### src/rtl/bcd_pkg.sv
// Shared definitions for the 2-digit BCD datapath: digit limits, loader
// state encoding and the BCD digit check used by loader, adder and display.
package bcd_pkg;

  localparam logic [3:0] BCD_MAX = 4'd9;

  typedef enum logic [1:0] {
    S_A    = 2'b00,
    S_B    = 2'b01,
    S_FULL = 2'b10
  } state_t;

  // One 2-digit BCD operand, laid out exactly like the slide switches.
  typedef struct packed {
    logic [3:0] tens;
    logic [3:0] units;
  } bcd2_t;

  function automatic logic is_bcd(input logic [3:0] digit);
    return digit <= BCD_MAX;
  endfunction

  function automatic logic is_bcd2(input bcd2_t value);
    return is_bcd(value.tens) && is_bcd(value.units);
  endfunction

endpackage

### src/rtl/bcd_operand_loader_if.sv
// Board-side signal bundle of the operand loader: switches and load key in,
// captured digits and status out.
interface bcd_operand_loader_if;

  logic [7:0] SW;
  logic       KEY_LOAD;
  logic [3:0] A1;
  logic [3:0] A0;
  logic [3:0] B1;
  logic [3:0] B0;
  logic       valid;
  logic       err;
  logic [1:0] state;

  // Board / stimulus side.
  modport master (
    output SW, KEY_LOAD,
    input  A1, A0, B1, B0, valid, err, state
  );

  // Loader side.
  modport slave (
    input  SW, KEY_LOAD,
    output A1, A0, B1, B0, valid, err, state
  );

endinterface

### src/rtl/key_debounce.sv
// Synchronizes and debounces an active-low pushbutton and emits a single
// one-cycle press pulse for every accepted 1->0 transition.
module key_debounce #(
  parameter int DEBOUNCE_CYCLES = 50000,
  parameter int CNT_W           = 16
) (
  input  logic CLOCK_50,
  input  logic reset,
  input  logic key_n,
  output logic press
);

  localparam logic [CNT_W-1:0] CNT_LAST = CNT_W'(DEBOUNCE_CYCLES - 1);

  logic             sync1;
  logic             sync2;
  logic             stable;
  logic             stable_d;
  logic [CNT_W-1:0] cnt;

  // The key is released (high) out of reset so no spurious press appears.
  always_ff @(posedge CLOCK_50) begin
    if (reset) begin
      sync1    <= 1'b1;
      sync2    <= 1'b1;
      stable   <= 1'b1;
      stable_d <= 1'b1;
      cnt      <= '0;
      press    <= 1'b0;
    end else begin
      // NOTE: non-blocking assignments make every flop sample the pre-edge
      // values, which is what turns sync1/sync2 into a real two-stage chain.
      sync1 <= key_n;
      sync2 <= sync1;

      if (sync2 == stable) begin
        cnt <= '0;
      end else if (cnt == CNT_LAST) begin
        stable <= sync2;
        cnt    <= '0;
      end else begin
        cnt <= cnt + CNT_W'(1);
      end

      stable_d <= stable;
      press    <= stable_d & ~stable;
    end
  end

endmodule

### src/rtl/bcd_operand_loader.sv
// Loads operand A then operand B from the switches, one per debounced key
// press, rejecting non-BCD digits; valid marks a complete operand pair.
module bcd_operand_loader
  import bcd_pkg::*;
#(
  parameter int DEBOUNCE_CYCLES = 50000,
  parameter int CNT_W           = 16
) (
  input  logic                 CLOCK_50,
  input  logic                 reset,
  bcd_operand_loader_if.slave  bus
);

  logic   press;
  bcd2_t  sw;
  bcd2_t  op_a;
  bcd2_t  op_b;
  state_t state_q;
  logic   valid_q;
  logic   err_q;
  logic   sw_ok;

  assign sw    = bus.SW;
  assign sw_ok = is_bcd2(sw);

  key_debounce #(
    .DEBOUNCE_CYCLES (DEBOUNCE_CYCLES),
    .CNT_W           (CNT_W)
  ) u_deb (
    .CLOCK_50 (CLOCK_50),
    .reset    (reset),
    .key_n    (bus.KEY_LOAD),
    .press    (press)
  );

  // A rejected press only raises err; everything else holds its value.
  always_ff @(posedge CLOCK_50) begin
    if (reset) begin
      state_q <= S_A;
      op_a    <= '0;
      op_b    <= '0;
      valid_q <= 1'b0;
      err_q   <= 1'b0;
    end else begin
      case (state_q)
        S_A: begin
          if (press) begin
            if (sw_ok) begin
              op_a    <= sw;
              err_q   <= 1'b0;
              state_q <= S_B;
            end else begin
              err_q <= 1'b1;
            end
          end
        end
        S_B: begin
          if (press) begin
            if (sw_ok) begin
              op_b    <= sw;
              err_q   <= 1'b0;
              valid_q <= 1'b1;
              state_q <= S_FULL;
            end else begin
              err_q <= 1'b1;
            end
          end
        end
        S_FULL: begin
          // A fresh press starts a new operation: A reloads, B clears.
          if (press) begin
            if (sw_ok) begin
              op_a    <= sw;
              op_b    <= '0;
              valid_q <= 1'b0;
              err_q   <= 1'b0;
              state_q <= S_B;
            end else begin
              err_q <= 1'b1;
            end
          end
        end
        default: begin
          state_q <= S_A;
        end
      endcase
    end
  end

  assign bus.A1    = op_a.tens;
  assign bus.A0    = op_a.units;
  assign bus.B1    = op_b.tens;
  assign bus.B0    = op_b.units;
  assign bus.valid = valid_q;
  assign bus.err   = err_q;
  assign bus.state = state_q;

endmodule

### src/flat_wrapper.sv
// flat-port wrapper written by rule: the top's interface ports become plain ports
module bcd_operand_loader_flat import bcd_pkg::*;
#(
  parameter int DEBOUNCE_CYCLES = 50000,
  parameter int CNT_W           = 16
)
  (CLOCK_50, reset, bus_SW, bus_KEY_LOAD, bus_A1, bus_A0, bus_B1, bus_B0, bus_valid, bus_err, bus_state);
  bcd_operand_loader_if bus_i ();
  input  logic CLOCK_50;
  input  logic reset;
  input wire logic [$bits(bus_i.SW)-1:0] bus_SW;
  input wire logic [$bits(bus_i.KEY_LOAD)-1:0] bus_KEY_LOAD;
  output wire logic [$bits(bus_i.A1)-1:0] bus_A1;
  output wire logic [$bits(bus_i.A0)-1:0] bus_A0;
  output wire logic [$bits(bus_i.B1)-1:0] bus_B1;
  output wire logic [$bits(bus_i.B0)-1:0] bus_B0;
  output wire logic [$bits(bus_i.valid)-1:0] bus_valid;
  output wire logic [$bits(bus_i.err)-1:0] bus_err;
  output wire logic [$bits(bus_i.state)-1:0] bus_state;
  assign bus_i.SW = bus_SW;
  assign bus_i.KEY_LOAD = bus_KEY_LOAD;
  assign bus_A1 = bus_i.A1;
  assign bus_A0 = bus_i.A0;
  assign bus_B1 = bus_i.B1;
  assign bus_B0 = bus_i.B0;
  assign bus_valid = bus_i.valid;
  assign bus_err = bus_i.err;
  assign bus_state = bus_i.state;
  bcd_operand_loader #(.DEBOUNCE_CYCLES(DEBOUNCE_CYCLES), .CNT_W(CNT_W)) u_core (.CLOCK_50(CLOCK_50), .reset(reset), .bus(bus_i));
endmodule
### config.mk
export PLATFORM = sky130hd
export DESIGN_NAME = bcd_operand_loader_flat
export DESIGN_NICKNAME = d
export VERILOG_FILES = /design/src/rtl/bcd_pkg.sv /design/src/rtl/bcd_operand_loader_if.sv /design/src/rtl/key_debounce.sv /design/src/rtl/bcd_operand_loader.sv /design/src/flat_wrapper.sv
export SDC_FILE = /design/constraint.sdc
export NUM_CORES = 1
export LEC_CHECK = 0
export CAP_MARGIN = 30
export CORE_ASPECT_RATIO = 1.75
export CORE_MARGIN = 10
export CORE_UTILIZATION = 57
export CTS_BUF_LIST = sky130_fd_sc_hd__clkbuf_8
export DETAILED_ROUTE_END_ITERATION = 8
export GPL_TIMING_DRIVEN = 0
export PLACE_DENSITY = 0.89
export SYNTH_ARGS = -nofsm -noshare
export SYNTH_HDL_FRONTEND = slang
export SYNTH_SLANG_ARGS = --single-unit
### constraint.sdc
create_clock -name CLOCK_50 -period 2.3 [get_ports CLOCK_50]
set_input_delay 0.345 -clock CLOCK_50 [delete_from_list [all_inputs] [get_ports CLOCK_50]]
set_output_delay 0.345 -clock CLOCK_50 [all_outputs]
set_load 0.02 [all_outputs]
==> impl_metrics.env <==
export IMPL_critPathKind="register to output port"
export IMPL_layout_setup_ws_ns=0.535
export IMPL_insertion_delay_ns=0.29
export IMPL_hold_buffers=0
export IMPL_finalSetupViolCount=0
export IMPL_finalHoldViolations=0
export IMPL_totalWireLength_mm=3.77
export IMPL_core_mm2=0.00275
export IMPL_wl_per_cell_um=16.7
export IMPL_cp_buffers_inverters=1
export IMPL_synth_edff_count=0
export IMPL_overflow=0
export IMPL_synth_top_family_by_area="simple AND/OR/NAND/NOR gates"
export IMPL_cts_tree="done"
export IMPL_async_flop_share_pct=0
export IMPL_fillerInstances=190
export IMPL_synth_ff_type="dfxtp_1"
export IMPL_gp_congestion=0.804
export IMPL_synth_adder_area_share_pct=0.760
export IMPL_r2r_slack_ns=0.63
export IMPL_synthToLayoutAreaGrowth_pct=26.6
export IMPL_fin_util_pct=75.7
export IMPL_yosys_area_top_type="dfxtp_1"
export IMPL_yosysMostFrequentCell="dfxtp_1"
export IMPL_cts_clk_slew_worst_paths_ns=0.07
export IMPL_met2_usage_pct=25.3
export IMPL_grt_use_met1_pct=15.7
export IMPL_cts_resized=0
export IMPL_yosysSeqAreaShare_pct=49.9
export IMPL_track_usage_pct=14.7
export IMPL_r2r_start="u_core.u_deb.cnt[0]"
export IMPL_leakage_nw=0.777
export IMPL_netlist_top_cells_count="dfxtp_1, nor2_1, xnor2_1"
export IMPL_drv_cap=0
export IMPL_syn_num_nets=173
export IMPL_io_buffers=30
export IMPL_maxSlewViolCount=0
export IMPL_cts_root_buf="clkbuf_8"
export IMPL_cp_max_fo=6
export IMPL_nets=210
export IMPL_max_slew_worst_pin_slew_ns=0.475
export IMPL_critical_path_startpoint="u_core.bus.state[1]"
export IMPL_synthSimpleGateAreaFrac_pct=25.8
export IMPL_postLayoutCellArea_mm2=0.00208
export IMPL_critPathCapture="bus_state[1]"
export IMPL_timing_setup_tns_ns=0
export IMPL_grt_first_pass_wirelength_mm=6.53
export IMPL_dp_slack_ns=0.286
export IMPL_max_vdd_ir_drop_uv=550
export IMPL_grt_pass1_vias=1387
export IMPL_whs_ns=0.418
export IMPL_busiest_layer="met2"
export IMPL_ys_seq_elements=41
export IMPL_period_share_pct=76.7
export IMPL_synth_top_area_share_pct=49.9
export IMPL_p_per_area_mw_per_mm2=629
export IMPL_clkSinkCount=41
export IMPL_die_y_um=91.1
export IMPL_worstSetupEndpointType="output port"
export IMPL_vias=1314
export IMPL_rsz0062_at_grt="false"
export IMPL_placementRows=25
export IMPL_cts_made_buffers=5
export IMPL_initial_core_util_pct=59.8
export IMPL_synth_compound_area_share_pct=7.91
export IMPL_antenna_found_initial=0
export IMPL_via_per_inst=5.84
export IMPL_clockBufferDepth=2
export IMPL_synthMuxAreaShare_pct=4.87
export IMPL_r2r_end="u_core.u_deb.cnt[8]"
export IMPL_max_freq_mhz=567
export IMPL_slew_headroom_pct=68.3
export IMPL_die_area_mm2=0.00552
export IMPL_reg2reg_depth=6
export IMPL_min_path_type="register to register"
export IMPL_yosysWarnings=0
export IMPL_dr_pass1_iters=5
export IMPL_h_tree_depth=2
export IMPL_antenna_cells=0
export IMPL_use_met3_pct=4.32
export IMPL_slowest_stage="clkdlybuf4s50_1"
export IMPL_path_cells="clkdlybuf4s50_1"
export IMPL_drc=0
export IMPL_critPathTopFamily="buffers and inverters"
export IMPL_synth_xor_area_share_pct=7.98
export IMPL_place_area_mm2=0.00198
export IMPL_path_depth=1
export IMPL_drt_iter0_drc=26
export IMPL_hpwl_mm=2.87
export IMPL_cts_setup_buffers=0
export IMPL_layout_min_cycle_time_ns=1.76
export IMPL_netlist_area_mm2=0.00165
export IMPL_post_synth_cell_area_avg_um2=10.2
export IMPL_max_stage_delay_ns=0.67
export IMPL_outcome="completed"
export IMPL_cp_required_ns=1.96
export IMPL_synth_area_leaders="dfxtp_1, xnor2_1, nor2_1"
export IMPL_antenna_left=0
export IMPL_io_pins=31
export IMPL_synth_distinct_cells=39
export IMPL_drive_above_1_share_pct=12.1
export IMPL_die_w_um=60.6
export IMPL_critPathArrivalTime_ns=1.42
export IMPL_syn_inst=161
export IMPL_finClkSkew_ns=0.00490
export IMPL_worst_setup_path_start_kind="register"
export IMPL_grt_start_max_net_pins=13
placed cells by master, fill, tap and decap left out, drive strengths merged, types with 2 or more instances in the layout:
master          n
nor4            4
inv             4
or2             4
nor2           28
clkdlybuf4s50  30
nor3            8
a22o            8
nand4b          2
and4bb          2
a21oi           4
buf             3
xnor2          14
mux2i           8
clkbuf          7
o21ai           2
nand4           5
nand2           6
nand3           6
dfxtp          41
cells by family (layout without fill, tap and decap cells):
logic type	after synthesis	in the layout
flops	41	41
buf+inv	9	46
compound gates	18	18
fa+ha+maj	1	1
mux	8	8
xor+xnor	15	15
simple gates	69	69
power by group:
part / internal, mW / total (mW) / switching, mW
sequential: 0.711 / 0.713 / 0.00144
combinational: 0.0226 / 0.0450 / 0.0223
clock: 0.315 / 0.552 / 0.237
total: 1.05 / 1.31 / 0.261
how the worst min path moves through the flow:
stage | startpoint | end | slack, ns | depth (start not counted)
finish | u_core.u_deb.sync1 | u_core.u_deb.sync2 | 0.42 | 1
global placement | u_core.u_deb.sync1 | u_core.u_deb.sync2 | 0.39 | 1
CTS | u_core.u_deb.sync1 | u_core.u_deb.sync2 | 0.42 | 1
floorplan | u_core.u_deb.sync1 | u_core.u_deb.sync2 | 0.39 | 1
global route | u_core.u_deb.sync1 | u_core.u_deb.sync2 | 0.45 | 1
detailed placement | u_core.u_deb.sync1 | u_core.u_deb.sync2 | 0.40 | 1
area by class of cell:
cell class	count	area, um2	area share (%)
Sequential cell	41	821	39.4
Multi-Input combinational cell	111	778	37.4
Timing Repair Buffer	30	300	14.4
Clock buffer	5	68.8	3.30
Clock inverter	2	35.0	1.68
Tap cell	27	33.8	1.62
Buffer	5	31.3	1.50
Inverter	4	15.0	0.721
flip-flops by register name, indices dropped and copies added (netlist names):
name and flops:
u_core.u_deb.stable 1, u_core.bus.B0 4, u_core.bus.B1 4, u_core.bus.state 2, u_core.u_deb.sync2 1, u_core.u_deb.press 1
u_core.bus.valid 1, u_core.u_deb.sync1 1, u_core.bus.A0 4, u_core.u_deb.stable_d 1, u_core.bus.A1 4, u_core.u_deb.cnt 16
u_core.bus.err 1
routing by layer:
layer	vias to the layer above	part of all wire, %
met5	-	0
met4	0	1.6
met3	8	8.0
met2	41	53
met1	634	37
li1	631	-
worst reg2reg max path: stages (launching register included):
cell	delay, ns
dfxtp_1	0.41
ha_1	0.25
nand4_2	0.21
nand4b_4	0.26
nand2_2	0.16
buf_4	0.20
nor2_1	0.06
through the flow:
step	total power, mW	instances
after floorplan	0.747	161
after global placement	0.772	218
after detailed placement	0.774	218
after CTS	1.32	225
after global routing	1.36	225
final	1.31	225
Note: power is estimated with default switching activity, not from simulation.
